`src/rtl/enc_pkg.sv`:
```
// Shared encoder types and helpers for prio_event_encoder and future encoder variants.
// The optional round-robin build is selected with PRIO_EVENT_ENCODER_RR_EN.
package enc_pkg;

  localparam int ENC_MAX_IDX_W = 16;

  function automatic int clog2_f(input int value);
    int result;
    int v;
    result = 32'sd0;
    v = value - 32'sd1;
    while (v > 32'sd0) begin
      result = result + 32'sd1;
      v = v >>> 1;
    end
    return result;
  endfunction

  // Sized for the widest supported encoder; narrower users take the low IDX_W bits.
  typedef struct packed {
    logic                     found;
    logic [ENC_MAX_IDX_W-1:0] idx;
  } enc_sel_t;

endpackage

```
`src/rtl/prio_event_encoder_if.sv`:
```
// Valid/ready index channel between prio_event_encoder (master) and its consumer (slave).
// Identical in the fixed and PRIO_EVENT_ENCODER_RR_EN builds.
interface prio_event_encoder_if
  import enc_pkg::*;
#(
  parameter int N = 4
);
  localparam int IDX_W = clog2_f(N);

  logic             out_valid_o;
  logic             out_ready_i;
  logic [IDX_W-1:0] out_idx_o;

  modport master (output out_valid_o, output out_idx_o, input out_ready_i);
  modport slave  (input out_valid_o, input out_idx_o, output out_ready_i);
endinterface

```
`src/rtl/prio_pick.sv`:
```
// Combinational priority pick: first set bit of vec at or after start_ptr, wrapping at N-1.
// Shared by the fixed (start_ptr = 0) and PRIO_EVENT_ENCODER_RR_EN builds.
module prio_pick
  import enc_pkg::*;
#(
  parameter  int N     = 4,
  localparam int IDX_W = clog2_f(N)
) (
  input  logic [N-1:0]     vec,
  input  logic [IDX_W-1:0] start_ptr,
  output enc_sel_t         sel
);

  logic [2*N-1:0]   dbl_s;
  logic [N-1:0]     rot_s;
  logic             found_s;
  logic [IDX_W-1:0] off_s;
  logic [IDX_W:0]   sum_s;
  logic [IDX_W:0]   wrap_s;

  // Rotate so start_ptr lands at bit 0, pick the lowest set bit, then map back to an index.
  always_comb begin
    dbl_s   = {vec, vec};
    rot_s   = dbl_s[{1'b0, start_ptr} +: N];
    found_s = 1'b0;
    off_s   = '0;
    for (int k = N - 1; k >= 0; k--) begin
      found_s = found_s | rot_s[k];
      off_s   = rot_s[k] ? IDX_W'(k) : off_s;
    end
    sum_s  = {1'b0, start_ptr} + {1'b0, off_s};
    wrap_s = (sum_s >= (IDX_W+1)'(N)) ? (sum_s - (IDX_W+1)'(N)) : sum_s;
    sel                = '0;
    sel.found          = found_s;
    sel.idx[IDX_W-1:0] = wrap_s[IDX_W-1:0];
  end

endmodule

```
`src/rtl/prio_event_encoder.sv`:
```
// Sticky-pending event encoder: serialises request lines into one index per valid/ready transfer.
// Define PRIO_EVENT_ENCODER_RR_EN for round-robin selection; default is fixed lowest-index priority.
module prio_event_encoder
  import enc_pkg::*;
#(
  parameter int N = 4
) (
  input  logic                 clk,
  input  logic                 rst_n,
  input  logic [N-1:0]         req_i,
  output logic [N-1:0]         pending_o,
  output logic                 busy_o,
  output logic                 coalesce_o,
  prio_event_encoder_if.master out_if
);

  localparam int IDX_W = clog2_f(N);

  logic [N-1:0]     pending_r;
  logic             out_valid_r;
  logic [IDX_W-1:0] out_idx_r;
  logic             coalesce_r;
  logic [IDX_W-1:0] start_s;
  enc_sel_t         sel_s;
  logic             load_s;
  logic [N-1:0]     load_mask_s;
  logic             unused_sel_s;

`ifdef PRIO_EVENT_ENCODER_RR_EN
  logic [IDX_W-1:0] rr_ptr_r;

  // Search begins just past the last issued index.
  always_comb begin
    if (rr_ptr_r == IDX_W'(N - 1)) begin
      start_s = '0;
    end else begin
      start_s = rr_ptr_r + IDX_W'(1);
    end
  end

  // Remember the last issued index; N-1 after reset so the first search starts at 0.
  always_ff @(posedge clk) begin
    if (!rst_n) begin
      rr_ptr_r <= IDX_W'(N - 1);
    end else if (load_s) begin
      rr_ptr_r <= sel_s.idx[IDX_W-1:0];
    end else begin
      rr_ptr_r <= rr_ptr_r;
    end
  end
`else
  assign start_s = '0;
`endif

  prio_pick #(.N(N)) u_pick (
    .vec       (pending_r),
    .start_ptr (start_s),
    .sel       (sel_s)
  );

  assign load_s       = (!out_valid_r || out_if.out_ready_i) && (pending_r != '0);
  assign unused_sel_s = sel_s.found ^ (^sel_s.idx[ENC_MAX_IDX_W-1:IDX_W]);

  // One-hot of the bit being handed to the output slot this cycle.
  always_comb begin
    load_mask_s = '0;
    if (load_s) begin
      load_mask_s[sel_s.idx[IDX_W-1:0]] = 1'b1;
    end else begin
      load_mask_s = '0;
    end
  end

  // Pending, output slot and coalesce state; a fresh request outranks the clear on load.
  always_ff @(posedge clk) begin
    if (!rst_n) begin
      pending_r   <= '0;
      out_valid_r <= 1'b0;
      out_idx_r   <= '0;
      coalesce_r  <= 1'b0;
    end else begin
      pending_r  <= (pending_r & ~load_mask_s) | req_i;
      coalesce_r <= |(req_i & pending_r & ~load_mask_s);
      if (load_s) begin
        out_valid_r <= 1'b1;
        out_idx_r   <= sel_s.idx[IDX_W-1:0];
      end else if (out_valid_r && out_if.out_ready_i) begin
        out_valid_r <= 1'b0;
        out_idx_r   <= '0;
      end else begin
        out_valid_r <= out_valid_r;
        out_idx_r   <= out_idx_r;
      end
    end
  end

  assign out_if.out_valid_o = out_valid_r;
  assign out_if.out_idx_o   = out_idx_r;
  assign pending_o          = pending_r;
  assign coalesce_o         = coalesce_r;
  assign busy_o             = (|pending_r) | out_valid_r;

endmodule
```
`src/flat_wrapper.sv`:
```
// flat-port wrapper written by rule: the top's interface ports become plain ports
module prio_event_encoder_flat import enc_pkg::*;
#(
  parameter int N = 4
)
  (clk, rst_n, req_i, pending_o, busy_o, coalesce_o, out_if_out_valid_o, out_if_out_idx_o, out_if_out_ready_i);
  prio_event_encoder_if #(.N(N)) out_if_i ();
  input  logic clk;
  input  logic rst_n;
  input  logic [N-1:0] req_i;
  output logic [N-1:0] pending_o;
  output logic busy_o;
  output logic coalesce_o;
  output wire logic [$bits(out_if_i.out_valid_o)-1:0] out_if_out_valid_o;
  output wire logic [$bits(out_if_i.out_idx_o)-1:0] out_if_out_idx_o;
  input wire logic [$bits(out_if_i.out_ready_i)-1:0] out_if_out_ready_i;
  assign out_if_out_valid_o = out_if_i.out_valid_o;
  assign out_if_out_idx_o = out_if_i.out_idx_o;
  assign out_if_i.out_ready_i = out_if_out_ready_i;
  prio_event_encoder #(.N(N)) u_core (.clk(clk), .rst_n(rst_n), .req_i(req_i), .pending_o(pending_o), .busy_o(busy_o), .coalesce_o(coalesce_o), .out_if(out_if_i));
endmodule
```
`config.mk`:
```
export PLATFORM = sky130hd
export DESIGN_NAME = prio_event_encoder_flat
export DESIGN_NICKNAME = d
export VERILOG_FILES = /design/src/rtl/enc_pkg.sv /design/src/rtl/prio_event_encoder_if.sv /design/src/rtl/prio_pick.sv /design/src/rtl/prio_event_encoder.sv /design/src/flat_wrapper.sv
export SDC_FILE = /design/constraint.sdc
export NUM_CORES = 1
export LEC_CHECK = 0
export ABC_AREA = 1
export CAP_MARGIN = 20
export CORE_AREA = 3 3 40 42
export DETAILED_ROUTE_END_ITERATION = 6
export DIE_AREA = 0 0 43 45
export HOLD_SLACK_MARGIN = 0.08
export PLACE_DENSITY_LB_ADDON = 0.05
export REMOVE_ABC_BUFFERS = 1
export SYNTH_ARGS = -nofsm -noshare
export SYNTH_HDL_FRONTEND = slang
export SYNTH_SLANG_ARGS = --single-unit
```
`constraint.sdc`:
```
create_clock -name clk -period 1 [get_ports clk]
set_input_delay 0.2 -clock clk [delete_from_list [all_inputs] [get_ports clk]]
set_output_delay 0.2 -clock clk [all_outputs]
set_load 0.02 [all_outputs]
```
==> flow_metrics.env, run 1 <==
export IMPL_status="finished with violations"
export IMPL_failed_checks="setup timing"
export IMPL_wl_um=1040
export IMPL_internal_power_w=0.000644
export IMPL_min_period_over_period_pct=120
export IMPL_max_stage_delay_ps=330
export IMPL_critPathMostFrequentCell="nand2_1"
export IMPL_power_frac_seq_pct=38.7
export IMPL_drt_first_pass_iters=4
export IMPL_layout_common_cells="nand2_1 (15), buf_4 (10), inv_1 (9)"
export IMPL_hold_class="flop to flop"
export IMPL_grt_pass1_vias=449
export IMPL_fin_ws_ps=-199
export IMPL_clkPwrFrac_pct=27.7
export IMPL_cellPowerDensity_nw_per_um2=1340
export IMPL_grt_max_degree=7
export IMPL_netlist_instances=61
export IMPL_r2r_start="u_core.pending_o[2]$_SDFF_PN0_"
export IMPL_worst_path_buf_inv=2
export IMPL_finalHoldViolCount=0
export IMPL_setup_viol=10
export IMPL_htree_levels=1
export IMPL_ys_ff_latch=8
export IMPL_clk_pin_slew_worst_paths_ps=60
export IMPL_area_growth_pct=74.2
export IMPL_drt_iter0_markers=2
export IMPL_die_width_um=43
export IMPL_crit_type="flop to flop"
export IMPL_drtAntennaViolNets=0
export IMPL_io_pins=16
export IMPL_fp_coreArea_um2=1280
export IMPL_ctsLongestPathBuffers=2
export IMPL_nFillCells=137
export IMPL_hold_buffers=0
export IMPL_cp_cell_sequence="buf_6 -> inv_1 -> nand2_1 -> nand2_1 -> nand2_2 -> nor2_1 -> nand2_1 -> nand2_1 -> nand2_1 -> nor2_1 -> nor2_1"
export IMPL_p_sw_share_pct=32.3
export IMPL_clk_latency_ps=270
export IMPL_port_buffers=15
export IMPL_startpoint_type="flop"
export IMPL_fin_area_um2=708
export IMPL_place_congestion=0.714
export IMPL_finClkSkew_ps=10.6
export IMPL_antenna_cells=0
export IMPL_irDropWorstVdd_v=0.000657
export IMPL_grt_antenna_before_repair=0
export IMPL_cts_buffers=3
export IMPL_cap_violations=0
export IMPL_critPathArrivalTime_ps=1340
export IMPL_layout_commonest_cell="nand2_1"
export IMPL_die_h_um=45
export IMPL_fin_hold_ws_ps=475
export IMPL_synth_avg_cell_area_um2=6.67
export IMPL_ys_warn_count=0
export IMPL_worst_pin_slew_ps=200
export IMPL_slowest_stage="dfxtp_2"
export IMPL_dieArea_um2=1940
export IMPL_max_freq_mhz=834
export IMPL_critPathLaunch="u_core.pending_o[2]$_SDFF_PN0_"
export IMPL_grt_pass1_wl_um=1810
export IMPL_synthDistinctLibCells=13
export IMPL_period_needed_ps=1200
export IMPL_route_detailed_drc=0
export IMPL_drive_gt1_share_pct=48.4
export IMPL_initial_core_util_pct=31.6
export IMPL_clock_sinks=8
export IMPL_wl_per_cell_um=9.85
export IMPL_grt_setup_unrepaired="yes"
export IMPL_overflow=0
export IMPL_track_usage_pct=13.0
export IMPL_vias=465
export IMPL_viasPerCell=4.39
export IMPL_nets=100
export IMPL_relSlewSlack_pct=86.6
export IMPL_fp_row_count=13
export IMPL_yosysSeqAreaShare_pct=39.4
export IMPL_comb_power_share_pct=33.6
export IMPL_switchingPower_w=0.000307
export IMPL_final_core_util_pct=55.1
export IMPL_syn_area_um2=407
export IMPL_crit_family="simple AND/OR/NAND/NOR gates"
export IMPL_worstHoldStart="u_core.out_if.out_idx_o[0]$_SDFFE_PN0P_"
export IMPL_worstPathMaxFanout=5
export IMPL_cts_tree="yes"
export IMPL_dp_hpwl_um=773
export IMPL_critPathCaptureType="flop"
export IMPL_placed_cell_area_um2=636
export IMPL_finalMaxSlewViolations=0
export IMPL_root_buffer="clkbuf_4"
export IMPL_p_leak_nw=0.367
export IMPL_crit_required_ps=1140
-- worst register-to-register path, delay by kind of cell, from the launching register on --
kind	cells	cell delay (ps)
buffers and inverters	2	160
AND/OR/NAND/NOR	9	590
flip-flops	1	330
-- layer usage --
| layer | vias up | wire, um | track usage [%] |
|---|---|---|---|
| met5 | - | 0 | 0 |
| met4 | 0 | 14 | 5.42 |
| met3 | 2 | 68 | 6.37 |
| li1 | 245 | - | - |
| met1 | 207 | 470 | 14.7 |
| met2 | 11 | 490 | 21.0 |
-- layout make-up --
cell class | count | area [um2] | share of cell area, %
sequential | 8 | 169 | 23.9
multi-input combinational | 41 | 219 | 30.9
timing repair buffer | 27 | 234 | 33.0
tap | 15 | 18.8 | 2.65
clock buffer | 3 | 22.5 | 3.18
inverter | 12 | 45.0 | 6.36
-- sequential cells by signal (all words and copies together) (netlist names) --
register                   count
u_core.coalesce_o              1
u_core.out_if.out_idx_o        2
u_core.out_if.out_valid_o      1
u_core.pending_o               4
-- kinds of logic (layout without fill, tap and decap cells) --
group           after synthesis  after routing  synth area share, %
simple gates                 32             32                 36.0
buf+inv                      12             42                 11.1
compound gates                9              9                 13.5
flops                         8              8                 39.4
-- per-stage QoR --
step                      setup slack, ps  setup TNS [ps]  power (W)  instances
after floorplan                      -248           -1040   0.000520         61
after global placement               -374           -4010   0.000665         99
after detailed placement             -375           -3950   0.000664         99
after CTS                            -190           -1070   0.000939        103
after global routing                 -307           -2040    0.00101        106
final                                -199           -1200   0.000952        106
-- Yosys cell counts, drive strengths merged --
| library cell | n | area (um2) |
|---|---|---|
| o21ai | 2 | 13.8 |
| nand2 | 18 | 70.1 |
| inv | 12 | 45.0 |
| a21oi | 6 | 33.8 |
| nand3 | 1 | 5.00 |
| o21a | 1 | 7.51 |
| dfxtp | 8 | 160 |
| nor2 | 13 | 71.3 |
-- power by group through the flow --
stage               Combinational, W  Clock [W]  Sequential [W]
global route                0.000351   0.000289        0.000371
detailed placement          0.000294          0        0.000370
global placement            0.000295          0        0.000370
CTS                         0.000293   0.000278        0.000369
finish                      0.000320   0.000264        0.000368
floorplan                   0.000112          0        0.000408
-- timing repair --
item | 4_1_cts | 5_1_grt
resized for setup | 52 | 8
buffers inserted | 1 | 3
setup endpoints to repair | 17 | 14
pin swaps | 1 | 3
-- path summary, 6_finish.rpt --
path                                             endpoint  slack, ps  cells after the start
hold / removal    u_core.out_if.out_idx_o[0]$_SDFFE_PN0P_        470                      2
setup / recovery             u_core.coalesce_o$_SDFF_PN0_       -200                     11
setup reg to reg             u_core.coalesce_o$_SDFF_PN0_       -200                     11
hold reg to reg   u_core.out_if.out_idx_o[0]$_SDFFE_PN0P_        470                      2
(Power assumes the default switching activity.)
==> run 2, diff against run 1 <==
--- a/config.mk
+++ b/config.mk
@@ -13,6 +13,7 @@
 export HOLD_SLACK_MARGIN = 0.08
 export PLACE_DENSITY_LB_ADDON = 0.05
 export REMOVE_ABC_BUFFERS = 1
+export SLEW_MARGIN = 30
 export SYNTH_ARGS = -nofsm -noshare
 export SYNTH_HDL_FRONTEND = slang
 export SYNTH_SLANG_ARGS = --single-unit
==> results of run 2 <==
No change in the layout: final DEF, timing and power equal those of run 1.
